<file path="src/rtl/lcd_bus_pkg.sv">
// Shared constants, instruction classes and address-counter helpers for the
// HD44780-style bus responder.
package lcd_bus_pkg;

  // Instruction class is chosen by the highest set bit of the opcode
  localparam int INS_CLEAR_BIT = 0;
  localparam int INS_HOME_BIT  = 1;
  localparam int INS_ENTRY_BIT = 2;
  localparam int INS_DISP_BIT  = 3;
  localparam int INS_SHIFT_BIT = 4;
  localparam int INS_FUNC_BIT  = 5;
  localparam int INS_CGRAM_BIT = 6;
  localparam int INS_DDRAM_BIT = 7;

  localparam logic [7:0] SPACE_CHAR = 8'h20;
  localparam logic [6:0] LINE1_BASE = 7'h00;
  localparam logic [6:0] LINE2_BASE = 7'h40;
  localparam logic [6:0] LINE_END   = 7'h27;
  localparam logic [6:0] LINE2_END  = 7'h67;

  localparam int BUS_W      = 11;
  localparam int BUS_E_BIT  = 10;
  localparam int BUS_RS_BIT = 9;
  localparam int BUS_RW_BIT = 8;

  typedef enum logic [3:0] {
    CLS_NOP,
    CLS_CLEAR,
    CLS_HOME,
    CLS_ENTRY,
    CLS_DISP,
    CLS_SHIFT,
    CLS_FUNC,
    CLS_CGRAM,
    CLS_DDRAM
  } ins_class_e;

  function automatic ins_class_e ins_class(input logic [7:0] d);
    ins_class_e c;
    if (d[INS_DDRAM_BIT])      c = CLS_DDRAM;
    else if (d[INS_CGRAM_BIT]) c = CLS_CGRAM;
    else if (d[INS_FUNC_BIT])  c = CLS_FUNC;
    else if (d[INS_SHIFT_BIT]) c = CLS_SHIFT;
    else if (d[INS_DISP_BIT])  c = CLS_DISP;
    else if (d[INS_ENTRY_BIT]) c = CLS_ENTRY;
    else if (d[INS_HOME_BIT])  c = CLS_HOME;
    else if (d[INS_CLEAR_BIT]) c = CLS_CLEAR;
    else                       c = CLS_NOP;
    return c;
  endfunction

  // Two-line DDRAM map: line 1 ends at 0x27 and jumps to 0x40, line 2 ends at 0x67
  function automatic logic [6:0] ac_step(input logic [6:0] ac, input logic inc);
    logic [6:0] n;
    if (inc) begin
      if (ac == LINE_END)       n = LINE2_BASE;
      else if (ac == LINE2_END) n = LINE1_BASE;
      else                      n = ac + 7'd1;
    end else begin
      if (ac == LINE2_BASE)      n = LINE_END;
      else if (ac == LINE1_BASE) n = LINE2_END;
      else                       n = ac - 7'd1;
    end
    return n;
  endfunction

  function automatic logic ac_visible(input logic [6:0] ac);
    return (ac[5:4] == 2'b00);
  endfunction

  function automatic logic [4:0] buf_index(input logic [6:0] ac);
    return {ac[6], ac[3:0]};
  endfunction

endpackage

</file>
<file path="src/rtl/lcd_bus_sync.sv">
// Two-flop synchroniser for the LCD bus plus one-cycle E falling-edge strobe;
// RS/RW/DATA are presented as captured one cycle before the fall.
module lcd_bus_sync
  import lcd_bus_pkg::*;
(
  input  logic       i_clk,
  input  logic       i_rst_n,
  input  logic       i_e,
  input  logic       i_rs,
  input  logic       i_rw,
  input  logic [7:0] i_data,
  output logic       o_evt,
  output logic       o_e_sync,
  output logic       o_rs_sync,
  output logic       o_rw_sync,
  output logic       o_rs,
  output logic       o_rw,
  output logic [7:0] o_data
);

  logic [BUS_W-1:0] r_meta;
  logic [BUS_W-1:0] r_sync;
  logic [BUS_W-1:0] r_prev;

  // Metastability chain followed by the previous-cycle copy used for sampling
  always_ff @(posedge i_clk or negedge i_rst_n) begin
    if (!i_rst_n) begin
      r_meta <= {BUS_W{1'b0}};
      r_sync <= {BUS_W{1'b0}};
      r_prev <= {BUS_W{1'b0}};
    end else begin
      r_meta <= {i_e, i_rs, i_rw, i_data};
      r_sync <= r_meta;
      r_prev <= r_sync;
    end
  end

  assign o_evt     = r_prev[BUS_E_BIT] & ~r_sync[BUS_E_BIT];
  assign o_e_sync  = r_sync[BUS_E_BIT];
  assign o_rs_sync = r_sync[BUS_RS_BIT];
  assign o_rw_sync = r_sync[BUS_RW_BIT];
  assign o_rs      = r_prev[BUS_RS_BIT];
  assign o_rw      = r_prev[BUS_RW_BIT];
  assign o_data    = r_prev[7:0];

endmodule

</file>
<file path="src/rtl/lcd_bus_responder.sv">
// HD44780-style bus responder: 2x16 display mirror, controller state and busy
// emulation. Define LCD_BUSY_READ_EN to answer busy-flag and data reads.
module lcd_bus_responder
  import lcd_bus_pkg::*;
#(
  parameter int CMD_CYCLES   = 40,
  parameter int CLEAR_CYCLES = 1640,
  parameter int LINE_LEN     = 16
) (
  input  logic       CLK,
  input  logic       RESETN,
  input  logic       LCD_E,
  input  logic       LCD_RS,
  input  logic       LCD_RW,
  input  logic [7:0] LCD_DATA,
  output logic [7:0] RD_DATA_OUT,
  output logic       RD_OE,
  output logic       BUSY,
  input  logic [4:0] RAM_RADDR,
  output logic [7:0] RAM_RDATA,
  output logic       DISP_ON,
  output logic       CURSOR_ON,
  output logic [6:0] AC,
  output logic       ERR_BUSY,
  output logic       UPDATE
);

  localparam int NUM_CHARS = 2 * LINE_LEN;
  localparam int MAX_CYC   = (CLEAR_CYCLES > CMD_CYCLES) ? CLEAR_CYCLES : CMD_CYCLES;
  localparam int CNT_W     = (MAX_CYC > 2) ? $clog2(MAX_CYC) : 1;
  localparam logic [CNT_W-1:0] CMD_LOAD   = CNT_W'(CMD_CYCLES - 1);
  localparam logic [CNT_W-1:0] CLEAR_LOAD = CNT_W'(CLEAR_CYCLES - 1);

  // The {line, column[3:0]} buffer index only works for 16-character lines
  generate
    if (LINE_LEN != 16) begin : g_line_len_check
      $error("lcd_bus_responder: LINE_LEN must be 16");
    end
  endgenerate

  logic       w_evt;
  logic       w_e_sync;
  logic       w_rs_sync;
  logic       w_rw_sync;
  logic       w_rs;
  logic       w_rw;
  logic [7:0] w_data;
  logic [4:0] w_buf_idx;
  logic       w_cfg_unused;
  ins_class_e w_cls;

  logic [7:0]       r_buf [NUM_CHARS];
  logic [6:0]       r_ac;
  logic             r_id;
  logic             r_s;
  logic             r_disp_on;
  logic             r_cursor_on;
  logic             r_blink;
  logic             r_n;
  logic             r_busy;
  logic [CNT_W-1:0] r_busy_cnt;
  logic             r_err_busy;
  logic             r_update;
  logic [7:0]       r_ram_rdata;

  lcd_bus_sync u_sync (
    .i_clk     (CLK),
    .i_rst_n   (RESETN),
    .i_e       (LCD_E),
    .i_rs      (LCD_RS),
    .i_rw      (LCD_RW),
    .i_data    (LCD_DATA),
    .o_evt     (w_evt),
    .o_e_sync  (w_e_sync),
    .o_rs_sync (w_rs_sync),
    .o_rw_sync (w_rw_sync),
    .o_rs      (w_rs),
    .o_rw      (w_rw),
    .o_data    (w_data)
  );

  assign w_cls     = ins_class(w_data);
  assign w_buf_idx = buf_index(r_ac);

  // Transaction execution, busy countdown and the display buffer
  always_ff @(posedge CLK or negedge RESETN) begin
    if (!RESETN) begin
      for (int i = 0; i < NUM_CHARS; i++) r_buf[i] <= SPACE_CHAR;
      r_ac        <= LINE1_BASE;
      r_id        <= 1'b1;
      r_s         <= 1'b0;
      r_disp_on   <= 1'b0;
      r_cursor_on <= 1'b0;
      r_blink     <= 1'b0;
      r_n         <= 1'b0;
      r_busy      <= 1'b0;
      r_busy_cnt  <= {CNT_W{1'b0}};
      r_err_busy  <= 1'b0;
      r_update    <= 1'b0;
    end else begin
      r_update <= 1'b0;
      if (r_busy) begin
        if (r_busy_cnt == {CNT_W{1'b0}}) r_busy <= 1'b0;
        else                             r_busy_cnt <= r_busy_cnt - {{(CNT_W-1){1'b0}}, 1'b1};
      end
      if (w_evt) begin
        if (w_rw) begin
`ifdef LCD_BUSY_READ_EN
          if (w_rs) r_ac <= ac_step(r_ac, r_id);
`endif
        end else if (r_busy) begin
          r_err_busy <= 1'b1;
        end else begin
          r_busy     <= 1'b1;
          r_busy_cnt <= CMD_LOAD;
          if (w_rs) begin
            if (ac_visible(r_ac)) begin
              r_buf[w_buf_idx] <= w_data;
              r_update         <= 1'b1;
            end
            r_ac <= ac_step(r_ac, r_id);
          end else begin
            case (w_cls)
              CLS_CLEAR: begin
                for (int i = 0; i < NUM_CHARS; i++) r_buf[i] <= SPACE_CHAR;
                r_ac       <= LINE1_BASE;
                r_id       <= 1'b1;
                r_update   <= 1'b1;
                r_busy_cnt <= CLEAR_LOAD;
              end
              CLS_HOME: begin
                r_ac       <= LINE1_BASE;
                r_busy_cnt <= CLEAR_LOAD;
              end
              CLS_ENTRY: begin
                r_id <= w_data[1];
                r_s  <= w_data[0];
              end
              CLS_DISP: begin
                r_disp_on   <= w_data[2];
                r_cursor_on <= w_data[1];
                r_blink     <= w_data[0];
              end
              CLS_SHIFT: begin
                if (!w_data[3]) r_ac <= ac_step(r_ac, w_data[2]);
              end
              CLS_FUNC:  r_n  <= w_data[3];
              CLS_DDRAM: r_ac <= w_data[6:0];
              default: ;
            endcase
          end
        end
      end
    end
  end

  // Registered read port; a same-cycle write is seen one cycle later
  always_ff @(posedge CLK or negedge RESETN) begin
    if (!RESETN) r_ram_rdata <= SPACE_CHAR;
    else         r_ram_rdata <= r_buf[RAM_RADDR];
  end

`ifdef LCD_BUSY_READ_EN
  logic       r_rd_oe;
  logic [7:0] r_rd_data;

  // Drive the bus for the E-high phase of a read; release one cycle after the fall
  always_ff @(posedge CLK or negedge RESETN) begin
    if (!RESETN) begin
      r_rd_oe   <= 1'b0;
      r_rd_data <= 8'h00;
    end else if (w_e_sync && w_rw_sync) begin
      r_rd_oe <= 1'b1;
      if (!w_rs_sync)             r_rd_data <= {r_busy, r_ac};
      else if (ac_visible(r_ac))  r_rd_data <= r_buf[w_buf_idx];
      else                        r_rd_data <= SPACE_CHAR;
    end else begin
      r_rd_oe   <= 1'b0;
      r_rd_data <= 8'h00;
    end
  end

  assign RD_OE        = r_rd_oe;
  assign RD_DATA_OUT  = r_rd_data;
  assign w_cfg_unused = ^{r_s, r_blink, r_n};
`else
  assign RD_OE        = 1'b0;
  assign RD_DATA_OUT  = 8'h00;
  assign w_cfg_unused = ^{r_s, r_blink, r_n, w_e_sync, w_rs_sync, w_rw_sync};
`endif

  assign BUSY      = r_busy;
  assign RAM_RDATA = r_ram_rdata;
  assign DISP_ON   = r_disp_on;
  assign CURSOR_ON = r_cursor_on;
  assign AC        = r_ac;
  assign ERR_BUSY  = r_err_busy;
  assign UPDATE    = r_update;

endmodule

</file>
<file path="config.mk">
export PLATFORM = sky130hd
export DESIGN_NAME = lcd_bus_responder
export DESIGN_NICKNAME = d
export VERILOG_FILES = /design/src/rtl/lcd_bus_pkg.sv /design/src/rtl/lcd_bus_sync.sv /design/src/rtl/lcd_bus_responder.sv
export SDC_FILE = /design/constraint.sdc
export NUM_CORES = 1
export LEC_CHECK = 0
export CELL_PAD_IN_SITES_DETAIL_PLACEMENT = 0
export CELL_PAD_IN_SITES_GLOBAL_PLACEMENT = 2
export CORE_MARGIN = 2
export CORE_UTILIZATION = 47
export CTS_CLUSTER_DIAMETER = 40
export DETAILED_ROUTE_END_ITERATION = 10
export PLACE_DENSITY_LB_ADDON = 0.1
export SLEW_MARGIN = 10
export SYNTH_ARGS = -nofsm -noshare
export SYNTH_HDL_FRONTEND = slang
export SYNTH_SLANG_ARGS = --single-unit
</file>
<file path="constraint.sdc">
create_clock -name CLK -period 3.4 [get_ports CLK]
set_clock_uncertainty 0.15 [all_clocks]
set_input_delay 0.85 -clock CLK [delete_from_list [all_inputs] [get_ports CLK]]
set_output_delay 0.85 -clock CLK [all_outputs]
set_load 0.01 [all_outputs]
</file>
Word-level counts from Yosys, hierarchy flattened
Index checks and enable logic that the tools add are counted.
Word-level totals
  output and inout bits: 29
  bits of input ports: 18
  flip-flop bits (word level): 321
  word-level logic and storage cells: 126
Cells by class
  bitwise gates (word level): 7
  order comparisons: 3
  $add $sub $neg: 3
  reductions and logical operators: 13
  eq/ne operators: 11
  muxes and demuxes: 45
Operators with widths (number)
  $mux W256: 3
  $bwmux W256: 1
  $mux W11: 7
  $mux W7: 8
  $bmux W8 S5: 1
  $demux W8 S5: 1
  $mux W8: 3
  $pmux W7 S3: 1
  $reduce_and A5 Y1: 4
  $eq A7 B7 Y1 const B: 2
  $ge A6 B6 Y1 const B: 2
  $mux W1: 12
  $mux W3: 4
  $not A5 Y6: 2
  $logic_not A11 Y1: 1
  $sub A11 B1 Y11 const B: 1
  $eq A4 B2 Y1 const B: 2
  $eq A4 B3 Y1 const B: 2
  $add A7 B1 Y7 const B: 1
  $eq A7 B6 Y1 const B: 1
  $logic_not A7 Y1: 1
  $sub A7 B1 Y7 const B: 1
  $lt A6 B1 Y1 const B: 1
  $eq A4 B1 Y1 const B: 1
  other kinds (14): 19

Logic depth before layout (Yosys ltp)
  depth after elaboration: 15
  mapped depth: 9
  mapped depth without buffers: 7

Cells and area by module
A second synthesis with hierarchy kept.
Second synthesis, totals
  cells, all modules: 1116
  area total of the unflattened synthesis: 14536.4 um^2
Modules (own cells, without submodules)
  lcd_bus_responder: area an instance 13636.8 um^2, sequential area each 7249.5 um^2, times used 1, cells each 1074
  lcd_bus_sync: area an instance 899.6 um^2, sequential area each 825.8 um^2, times used 1, cells each 42

Worst setup path after synthesis
No wires, ideal clock.
  kind: input to register
  start point: in RAM_RADDR[1]
  end point: reg r_ram_rdata[0] (netlist: RAM_RDATA[0])
  data required time: 3.125 ns
  cell stages on the path: 5
  setup slack: 0.592 ns
  setup time: 0.125 ns
  arrival: 2.533 ns
  buffers on the path: 2
  path through: clkbuf_1 clkbuf_1 mux4_2 mux4_2 mux2_2
On the way
  longest elaborated chain between the ends: 4
RTL lines
  start, declared: line lcd_bus_responder.sv:19  | input logic [4:0] RAM_RADDR,
  $not A5 Y6 (implied by the code): line lcd_bus_responder.sv:160  | else r_ram_rdata <= r_buf[RAM_RADDR];
  $bmux W8 S5: line lcd_bus_responder.sv:160
  $mux W8 (implied by the code) (2 in a row): line lcd_bus_responder.sv:160
  end signal, assigned: line lcd_bus_responder.sv:160
  end, declared: line lcd_bus_responder.sv:64  | logic [7:0] r_ram_rdata;
Every way passes these cells. The select of a mux whose other input is x is not followed.
A chain may end at the register's enable or synchronous reset.

Worst setup path after layout
  start point: reg r_ac[3] (netlist: AC[3])
  end point: out AC[3]
RTL lines
  start, declared: line lcd_bus_responder.sv:53  | logic [6:0] r_ac;
  start signal, assigned: line lcd_bus_responder.sv:121  | r_ac <= ac_step(r_ac, r_id);
  start signal, assigned: line lcd_bus_responder.sv:145  | if (!w_data[3]) r_ac <= ac_step(r_ac, w_data[2]);
  start signal, assigned: line lcd_bus_responder.sv:148  | CLS_DDRAM: r_ac <= w_data[6:0];
  end, declared: line lcd_bus_responder.sv:23  | output logic [6:0] AC,
No word-level cell between the ends.

==> run summary <==
asr flop ratio synth -> 100%
leakage -> 7.29 nW
number of diodes -> 0
Post-CTS Setup Repair Bufs -> 0
Seq/Total Area, Yosys -> 55.0%
Initial Util -> 47.9%
Iteration-0 DRC Markers -> 882
register area -> 8080 sq um
crit path cell chain -> clkdlybuf4s50_1
Setup CP Type -> register to output pin
CTS HTree Levels -> 2
FF+latch count, synth -> 321
number of distinct library cells after synthesis -> 61
Critical Path Fanout Max -> 20
Worst Tran Pin Value -> 0.778 ns
WP buf/inv -> 1
gpl congestion -> 0.860
area of the multi-input gates -> 6160 sq um
DRT Pass-1 Iters -> 7
post-CTS sizing -> 0
unrepaired setup endpoints after global routing -> no
Final Hold Fails -> 0
largest net degree at the start of global routing -> 77
routed via count -> 10,400
post-route ant nets -> 0
All-Layer GR Usage -> 27.4%
Clock power frac -> 45.4%
clock tree buffer depth -> 3
hpwl dp -> 28,100 um
Syn Std Cell Area -> 14,700 sq um
worst path required time -> 2.40 ns
Final period util -> 87.3%
Congestion Overflow GR -> 0
internal power -> 0.00805 W
Sink Count -> 321
Fmax -> 0.337 GHz
Worst Setup Start Kind -> register
WL/cell -> 27.2 um
worst reg2reg path endpoint -> r_buf[156]
Die X -> 181 um
combinational power share -> 15.5%
final setup vio count -> 0
NumNets Final -> 1,192
Die Ht -> 181 um
outcome -> completed
initial antenna violation count -> 0
WP data arrival -> 1.97 ns
Post-synth EDFFs -> 0
min Tclk post-route -> 2.97 ns
setup TNS -> 0 ns
hold buffer count at CTS -> 0
I/O Pins -> 47
R2R Setup Slk -> 0.65 ns
P&R area growth vs syn -> 17.9%
Largest delay share family, worst path -> flip-flops
Crit path depth -> 1
Mapped Cells -> 1,122
worst vdd ir -> 601 uV
detailed-route DRC error count -> 0
Mean Syn Cell Area -> 13.1 sq um
Yosys warnings -> 0
Avg Vias per Cell -> 6.48
Max Cap Viol -> 0
port bufs -> 37
Worst Reg-to-Reg Cells -> 5
count leader, synth -> dfrtp_1
Pins Over Slew Limit -> 0
die area -> 32,700 sq um
Sw Share -> 28.8%
max_slew headroom -> 48.0%
PD cells -> 652 nW/um^2
Reg clk slew, reported paths -> 0.05 ns
WHS -> 0.133 ns
share of cells above drive strength 1 -> 23.9%
Filler Cell Count -> 2,527
first-pass GRT wire length -> 68,300 um
dominant cells by area after synthesis -> dfrtp_1 (49%), o2bb2ai_1 (13%), mux4_2 (12%), dfstp_2 (6.1%), mux2i_1 (2.5%)
clk root buf -> clkbuf_16
slowest stage delay, CP -> 0.77 ns
Placement Rows -> 64
sequential power share -> 39.2%
most frequent cells after synthesis -> dfrtp_1 (287), o2bb2ai_1 (226), nand2_1 (89)
area leader, netlist -> dfrtp_1
Critical Path End Type -> output pin
Finished Core Util -> 56.5%
critical path launch point -> AC[3]
slowest CP cell -> dfrtp_1
Clock Latency Late Sink -> 0.55 ns
worst hold path type -> primary input to async pin
Synth top area share -> 48.9%
vias in the first global route -> 10,400
core area -> 30,700 sq um
cts bufs inserted -> 47
worst reg2reg startpoint -> u_sync.r_sync[10]
clock tree from TritonCTS -> yes
critical path endpoint -> AC[3]
Switch Pwr -> 0.00325 W
Top FF cell, synth -> dfrtp_1
final wirelength -> 43,600 um
==> cell usage in the layout (no fill, tap or decap), drive strengths merged, types with 3 or more instances in the layout <==
cell type	count
nor3	10
conb	9
nand4	5
inv	19
o31ai	5
or4	3
ha	5
nand3	20
mux4	80
clkdlybuf4s50	34
clkinv	10
xor2	6
o21ai	14
o2bb2ai	226
dfrtp	287
mux2i	37
o211ai	4
nand3b	4
buf	54
nor2	44
nor4b	5
a21oi	48
dfstp	34
and2	3
clkbuf	61
nor2b	8
mux2	11
and3	3
or3	3
o21bai	3
bufinv	5
nand2	109
==> flip-flops by register name, summed over array words and instances, names as in the netlist, 7 cells and up <==
name,cells
RAM_RDATA,8
r_buf,256
u_sync.r_sync,11
r_busy_cnt,11
u_sync.r_meta,11
u_sync.r_prev,11
AC,7
==> layer usage <==
metal,part of all wire (%),vias up,track usage [%]
met2,44,417,40.7
met3,6.6,85,5.06
met5,0,-,0
met4,2.1,0,6.55
met1,47,5464,42.0
li1,-,4426,-
==> worst min path at each step <==
stage,endpoint,slack [ns],start,cells after the start
detailed placement,u_sync.r_prev[0],0.19,u_sync.r_sync[0],0
finish,r_busy_cnt[0],0.13,RESETN,1
CTS,r_busy_cnt[0],0.14,RESETN,1
global placement,u_sync.r_sync[10],0.19,u_sync.r_meta[10],0
floorplan,u_sync.r_prev[0],0.18,u_sync.r_sync[0],0
global route,r_busy_cnt[0],0.18,RESETN,1
==> layout make-up <==
| cell class | instances | share of cell area (%) |
|---|---|---|
| clock buffers | 61 | 7.69 |
| flip-flops and latches | 321 | 46.6 |
| clock inverters | 26 | 2.06 |
| inverters | 10 | 0.217 |
| multi-input cells | 701 | 35.6 |
| repair buffers | 88 | 4.98 |
| well taps | 396 | 2.86 |
==> cells by family after synthesis <==
family | count (synthesis) | synth area share (%)
fa+ha+maj | 5 | 0.426
buf+inv | 108 | 3.41
simple gates | 227 | 7.47
compound gates | 324 | 17.6
other cells | 1 | 0.0255
flops | 321 | 55.0
xor+xnor | 8 | 0.477
mux | 128 | 15.6
==> metrics by stage <==
stage               cell area [sq um]  setup slack (ns)  std cells  total power, W
CTS                             17300             0.418       1603          0.0114
global route                    17300             0.355       1603          0.0118
finish                          17300             0.430       1603          0.0113
global placement                15600             0.506       1516         0.00621
floorplan                       14700             0.592       1130         0.00548
detailed placement              15600             0.495       1516         0.00621
==> power groups by stage <==
stage	registers, W	clock network [W]	logic [W]
finish	0.00442	0.00513	0.00175
global route	0.00446	0.00538	0.00192
CTS	0.00441	0.00520	0.00175
detailed placement	0.00447	0	0.00174
global placement	0.00449	0	0.00172
floorplan	0.00434	0	0.00114
(Power assumes the default switching activity.)
